==> src/rtl/regfile_wr_decoder_if.sv <==
// Request/response bundle between writeback/issue logic and the register-file write decoder.
interface regfile_wr_decoder_if #(
  parameter int SEL_W = 5,
  parameter int CNT_W = 8
);
  localparam int DEPTH = 2 ** SEL_W;

  logic             stall;
  logic             wr0_en;
  logic [SEL_W-1:0] wr0_sel;
  logic             wr1_en;
  logic [SEL_W-1:0] wr1_sel;
  logic [DEPTH-1:0] we0_out;
  logic [DEPTH-1:0] we1_out;
  logic [DEPTH-1:0] we_any_out;
  logic             conflict;
  logic [CNT_W-1:0] conflict_count;

  modport master (
    output stall, wr0_en, wr0_sel, wr1_en, wr1_sel,
    input  we0_out, we1_out, we_any_out, conflict, conflict_count
  );

  modport slave (
    input  stall, wr0_en, wr0_sel, wr1_en, wr1_sel,
    output we0_out, we1_out, we_any_out, conflict, conflict_count
  );
endinterface

==> src/rtl/regfile_wr_decoder.sv <==
// Registered dual-port one-hot write-enable decoder; port 1 wins collisions.
// Optional macro REGFILE_ZERO_PROTECT_EN suppresses all writes to register 0.
module regfile_wr_decoder #(
  parameter int SEL_W = 5,
  parameter int CNT_W = 8
) (
  input logic             clock,
  input logic             ctrl_reset,
  regfile_wr_decoder_if.slave bus
);
  localparam int DEPTH = 2 ** SEL_W;
  localparam logic [DEPTH-1:0] ONE = {{(DEPTH-1){1'b0}}, 1'b1};

  logic             eff0;
  logic             eff1;
  logic             hit;
  logic [DEPTH-1:0] nxt0;
  logic [DEPTH-1:0] nxt1;

  always_comb begin
    eff0 = bus.wr0_en;
    eff1 = bus.wr1_en;
`ifdef REGFILE_ZERO_PROTECT_EN
    if (bus.wr0_sel == '0) eff0 = 1'b0;
    if (bus.wr1_sel == '0) eff1 = 1'b0;
`endif
    // collision is judged on enables after zero suppression
    hit  = eff0 && eff1 && (bus.wr0_sel == bus.wr1_sel);
    nxt0 = '0;
    nxt1 = '0;
    if (eff0 && !hit) nxt0 = ONE << bus.wr0_sel;
    if (eff1)         nxt1 = ONE << bus.wr1_sel;
  end

  always_ff @(posedge clock or posedge ctrl_reset) begin
    if (ctrl_reset) begin
      bus.we0_out        <= '0;
      bus.we1_out        <= '0;
      bus.we_any_out     <= '0;
      bus.conflict       <= 1'b0;
      bus.conflict_count <= '0;
    end else if (!bus.stall) begin
      bus.we0_out    <= nxt0;
      bus.we1_out    <= nxt1;
      bus.we_any_out <= nxt0 | nxt1;
      bus.conflict   <= hit;
      if (hit && (bus.conflict_count != {CNT_W{1'b1}}))
        bus.conflict_count <= bus.conflict_count + CNT_W'(1);
    end
  end
endmodule
==> src/flat_wrapper.sv <==
// flat-port wrapper written by rule: the top's interface ports become plain ports
module regfile_wr_decoder_flat 
#(
  parameter int SEL_W = 5,
  parameter int CNT_W = 8
)
  (clock, ctrl_reset, bus_stall, bus_wr0_en, bus_wr0_sel, bus_wr1_en, bus_wr1_sel, bus_we0_out, bus_we1_out, bus_we_any_out, bus_conflict, bus_conflict_count);
  regfile_wr_decoder_if #(.SEL_W(SEL_W), .CNT_W(CNT_W)) bus_i ();
  input logic clock;
  input logic ctrl_reset;
  input wire logic [$bits(bus_i.stall)-1:0] bus_stall;
  input wire logic [$bits(bus_i.wr0_en)-1:0] bus_wr0_en;
  input wire logic [$bits(bus_i.wr0_sel)-1:0] bus_wr0_sel;
  input wire logic [$bits(bus_i.wr1_en)-1:0] bus_wr1_en;
  input wire logic [$bits(bus_i.wr1_sel)-1:0] bus_wr1_sel;
  output wire logic [$bits(bus_i.we0_out)-1:0] bus_we0_out;
  output wire logic [$bits(bus_i.we1_out)-1:0] bus_we1_out;
  output wire logic [$bits(bus_i.we_any_out)-1:0] bus_we_any_out;
  output wire logic [$bits(bus_i.conflict)-1:0] bus_conflict;
  output wire logic [$bits(bus_i.conflict_count)-1:0] bus_conflict_count;
  assign bus_i.stall = bus_stall;
  assign bus_i.wr0_en = bus_wr0_en;
  assign bus_i.wr0_sel = bus_wr0_sel;
  assign bus_i.wr1_en = bus_wr1_en;
  assign bus_i.wr1_sel = bus_wr1_sel;
  assign bus_we0_out = bus_i.we0_out;
  assign bus_we1_out = bus_i.we1_out;
  assign bus_we_any_out = bus_i.we_any_out;
  assign bus_conflict = bus_i.conflict;
  assign bus_conflict_count = bus_i.conflict_count;
  regfile_wr_decoder #(.SEL_W(SEL_W), .CNT_W(CNT_W)) u_core (.clock(clock), .ctrl_reset(ctrl_reset), .bus(bus_i));
endmodule
==> config.mk <==
export PLATFORM = sky130hd
export DESIGN_NAME = regfile_wr_decoder_flat
export DESIGN_NICKNAME = d
export VERILOG_FILES = /design/src/rtl/regfile_wr_decoder_if.sv /design/src/rtl/regfile_wr_decoder.sv /design/src/flat_wrapper.sv
export SDC_FILE = /design/constraint.sdc
export NUM_CORES = 1
export LEC_CHECK = 0
export ABC_AREA = 1
export CAP_MARGIN = 20
export CORE_ASPECT_RATIO = 1.2
export CORE_MARGIN = 1
export CORE_UTILIZATION = 51
export CTS_BUF_LIST = sky130_fd_sc_hd__clkbuf_8
export DETAILED_ROUTE_END_ITERATION = 16
export GPL_TIMING_DRIVEN = 0
export PLACE_DENSITY = 0.83
export SETUP_SLACK_MARGIN = 0.4
export SKIP_CTS_REPAIR_TIMING = 1
export SYNTH_ARGS = -nofsm -noshare
export SYNTH_HDL_FRONTEND = slang
export SYNTH_SLANG_ARGS = --single-unit
export TNS_END_PERCENT = 50
==> constraint.sdc <==
create_clock -name clock -period 4.8 [get_ports clock]
set_clock_uncertainty 0.2 [all_clocks]
set_input_delay 1.44 -clock clock [delete_from_list [all_inputs] [get_ports clock]]
set_output_delay 1.44 -clock clock [all_outputs]
set_load 0.02 [all_outputs]
==> flow_metrics.tcl <==
set metrics [dict create \
    num_rows 37 \
    timing_max_transition_violations_final 0 \
    num_antenna_cells 0 \
    synth_seq_cells 105 \
    area_of_the_mapped_netlist_um2 4682 \
    synth.top_cells.by_area "sky130_fd_sc_hd__dfrtp_1, sky130_fd_sc_hd__nand2_1, sky130_fd_sc_hd__nand4_1, sky130_fd_sc_hd__nand4_2, sky130_fd_sc_hd__nor2_1" \
    share_of_final_layout_standard_cells_stronger_than_drive_strength_1 0.09639 \
    clockBufferDepth 2 \
    number_of_global_route_vias_before_repair 4159 \
    tritoncts_clock_tree "yes" \
    grt_pass1_wl_um 20840 \
    h-tree-depth 3 \
    timing.rr.end "u_core.bus.conflict_count[6]" \
    timing.critical_path.from_type "primary input" \
    finalWirelength_um 13180 \
    wl_per_cell_um 16.87 \
    maxClockFrequency_mhz 320.4 \
    drt_first_pass_iters 5 \
    timing_worst_slew_pin_value_ps 553.6 \
    worst_path_most_repeated_cell "sky130_fd_sc_hd__nand2_1" \
    final_min_period_ps 3121 \
    timing_hold_violations_final 0 \
    numCtsBuffers 9 \
    critPathTopFamily "buffers and inverters" \
    syn_inst 534 \
    power.density_cell_area_nw_per_um2 264.2 \
    hold-path-endpoint "u_core.bus.we0_out[23]" \
    worstHoldPathType "reg -> reg" \
    clock_insertion_delay_worst_skew_ps 360 \
    ff2ff_path_depth 7 \
    cts-root-buf "sky130_fd_sc_hd__clkbuf_8" \
    layoutNonFillerInstCount 781 \
    final_net_count 677 \
    max-vdd-ir-drop_mv 0.1504 \
    hold-path-cell-count 2 \
    number_of_sinks_handled_by_clock_tree_synthesis 105 \
    hp-start "u_core.bus.we0_out[23]" \
    setup_ws_post_layout_ps 1679 \
    status "completed" \
    share_of_the_clock_period_used_by_the_worst_path 0.6502 \
    grt_use_met3 0.05620 \
    core_region_area_um2 8750 \
    dp_hpwl_um 9954 \
    yosys_warnings 0 \
    syn_avg_cell_area_um2 8.768 \
    synthDominantAreaCellType "sky130_fd_sc_hd__dfrtp_1" \
    initialDrtViolationCount 238 \
    die_h_um 107.0 \
    use_met1 0.3856 \
    placedCellCount 767 \
    cap_viol_max_count 0 \
    largest_stage_delay_worst_path_ps 650 \
    dp_worst_setup_slack_ps 1345 \
    max-slew-margin-rel 0.6309 \
    pin_count_of_the_biggest_net_entering_global_routing 45 \
    initial_cell_density_of_the_core 0.5351 \
    drc_errors 0 \
    end_kind "register" \
    worst-setup-path-type "in -> reg" \
    groute.layer.met2.usage 0.4716 \
    power_mw 1.639 \
    grt_antenna_before_repair 0 \
    finalSetupTns_ps 0 \
    power.leakage_nw 3.247 \
    gpl.final_weighted_congestion 1.013 \
    final_hold_slack_ps 293.0 \
    drt-vias-per-instance 5.554 \
    setup_viol 0 \
    cp_data_required_time_ps 4840 \
    clkSlewWorstSetupHoldPaths_ps 90 \
    critPathBufInv 3 \
    top_level_pins 120 \
    reg2reg_from "u_core.bus.conflict_count[0]" \
    synthToLayoutAreaGrowth_pct 32.52 \
    all_layer_gr_usage 0.2912 \
    cp_max_fo 10 \
    start_point_of_the_critical_path "bus_wr0_sel[0]" \
    synth.distinct_cells 23 \
    unrepaired_setup_endpoints_after_global_routing "no" \
    number_of_inserted_filler_cells_in_the_final_layout 700 \
    grt-busiest-layer "met2" \
    route.antenna.remaining_nets 0 \
    vias 4338 \
    netlist.area_leader.share 0.5612 \
    total_die_area_um2 9569 \
    ys_seq_area_frac 0.5612 \
    cpMaxStageDelayCell "sky130_fd_sc_hd__clkdlybuf4s50_1" \
    critical_path_arrival_ps 3160 \
    placement.io_buffers 114 \
    r2r_setup_slack_ps 3010 \
    overflow 0 \
    worstPathCellList "clkdlybuf4s50_1 -> inv_2 -> nand2_1 -> nand3_1 -> nor2_2 -> nand2_2 -> buf_6 -> nand4_1 -> nand2_1" \
    net_count_after_synthesis 550 \
    die_width_um 89.47 \
]
==> per-layer routing <==
metal  vias up  wire, µm
met5         -         0
met4         0       323
met3        27       837
met2       176      6525
met1      2113      5493
li1       2022         -
==> layout make-up <==
cell class / count / area, µm² / share of cell area
Sequential cell: 105 / 2628 / 0.4235
Clock buffer: 10 / 137.6 / 0.02218
Multi-Input combinational cell: 377 / 1810 / 0.2918
Buffer: 32 / 168.9 / 0.02722
Timing Repair Buffer: 116 / 1181 / 0.1904
Clock inverter: 4 / 53.80 / 0.008671
Tap cell: 117 / 146.4 / 0.02359
Inverter: 20 / 78.83 / 0.01270
==> worst reg2reg max path: stages, from the launching register on <==
cell                      delay, ps
sky130_fd_sc_hd__dfrtp_1        430
sky130_fd_sc_hd__ha_1           240
sky130_fd_sc_hd__nand2_1         70
sky130_fd_sc_hd__inv_1           70
sky130_fd_sc_hd__nand4_2        220
sky130_fd_sc_hd__nand4_2        270
sky130_fd_sc_hd__nand2_1        140
sky130_fd_sc_hd__nand2_1         50
==> worst max-delay path by stage <==
stage | end | slack (ps) | cells after the start
5_1_grt | bus_conflict_count[6] | 1620 | 1
6_report | u_core.bus.we0_out[1] | 1680 | 9
2_1_floorplan | u_core.bus.conflict | 1900 | 1
3_3_place_gp | u_core.bus.we0_out[23] | 980 | 2
3_5_place_dp | u_core.bus.we0_out[1] | 1340 | 9
4_1_cts | bus_conflict_count[6] | 1670 | 1
==> registers in the layout (all words and copies together) (netlist names) <==
name	flops
u_core.bus.we0_out	32
u_core.bus.conflict	1
u_core.bus.we1_out	32
u_core.bus.conflict_count	8
u_core.bus.we_any_out	32
==> cells by family after synthesis <==
| family | after synthesis | synth area share |
|---|---|---|
| and+or+nand+nor | 306 | 0.3068 |
| buffers and inverters | 52 | 0.05211 |
| adders and majority gates | 1 | 0.002672 |
| DFF | 105 | 0.5612 |
| xor gates and xnor gates | 3 | 0.005613 |
| AOI/OAI and AO/OA | 67 | 0.07162 |
==> per-stage QoR <==
step | area, µm² | util
6_report | 6205 | 0.7091
5_1_grt | 6205 | 0.7091
4_1_cts | 6205 | 0.7091
3_5_place_dp | 6013 | 0.6873
3_3_place_gp | 5973 | 0.6827
2_1_floorplan | 4686 | -
==> synth_stat cells <==
cell and count:
sky130_fd_sc_hd__a21oi_1 33, sky130_fd_sc_hd__nand3_1 12, sky130_fd_sc_hd__nand3b_1 2, sky130_fd_sc_hd__nand4_1 42
sky130_fd_sc_hd__o21ai_1 1, sky130_fd_sc_hd__o21ai_0 33, sky130_fd_sc_hd__inv_2 9, sky130_fd_sc_hd__buf_6 3
sky130_fd_sc_hd__buf_2 9, sky130_fd_sc_hd__clkbuf_1 11, sky130_fd_sc_hd__nor2_2 4, sky130_fd_sc_hd__buf_4 4
sky130_fd_sc_hd__nand4_2 16, sky130_fd_sc_hd__nor2_4 1, sky130_fd_sc_hd__inv_1 11, sky130_fd_sc_hd__nand2_2 1
sky130_fd_sc_hd__dfrtp_1 105, sky130_fd_sc_hd__xor2_1 1, sky130_fd_sc_hd__nor2_1 53, sky130_fd_sc_hd__buf_1 5
sky130_fd_sc_hd__nand2_1 175, sky130_fd_sc_hd__ha_1 1, sky130_fd_sc_hd__xnor2_1 2
==> power breakdown <==
group,internal [mW],switching [mW]
Combinational,0.0622,0.125
Clock,0.252,0.288
Sequential,0.900,0.0119
Total,1.21,0.425
==> placed cells by master (no fill, tap or decap), drive strengths merged <==
master / netlist / layout
nand3b: 2 / 2
xor2: 1 / 1
nand4: 58 / 58
clkbuf: 11 / 21
buf: 21 / 23
clkinvlp: 0 / 3
xnor2: 2 / 2
nand3: 12 / 12
inv: 20 / 20
o21ai: 34 / 34
clkdlybuf4s50: 0 / 114
ha: 1 / 1
nor2: 58 / 58
a21oi: 33 / 33
nand2: 176 / 176
dfrtp: 105 / 105
bufinv: 0 / 1
(Power assumes the default switching activity.)
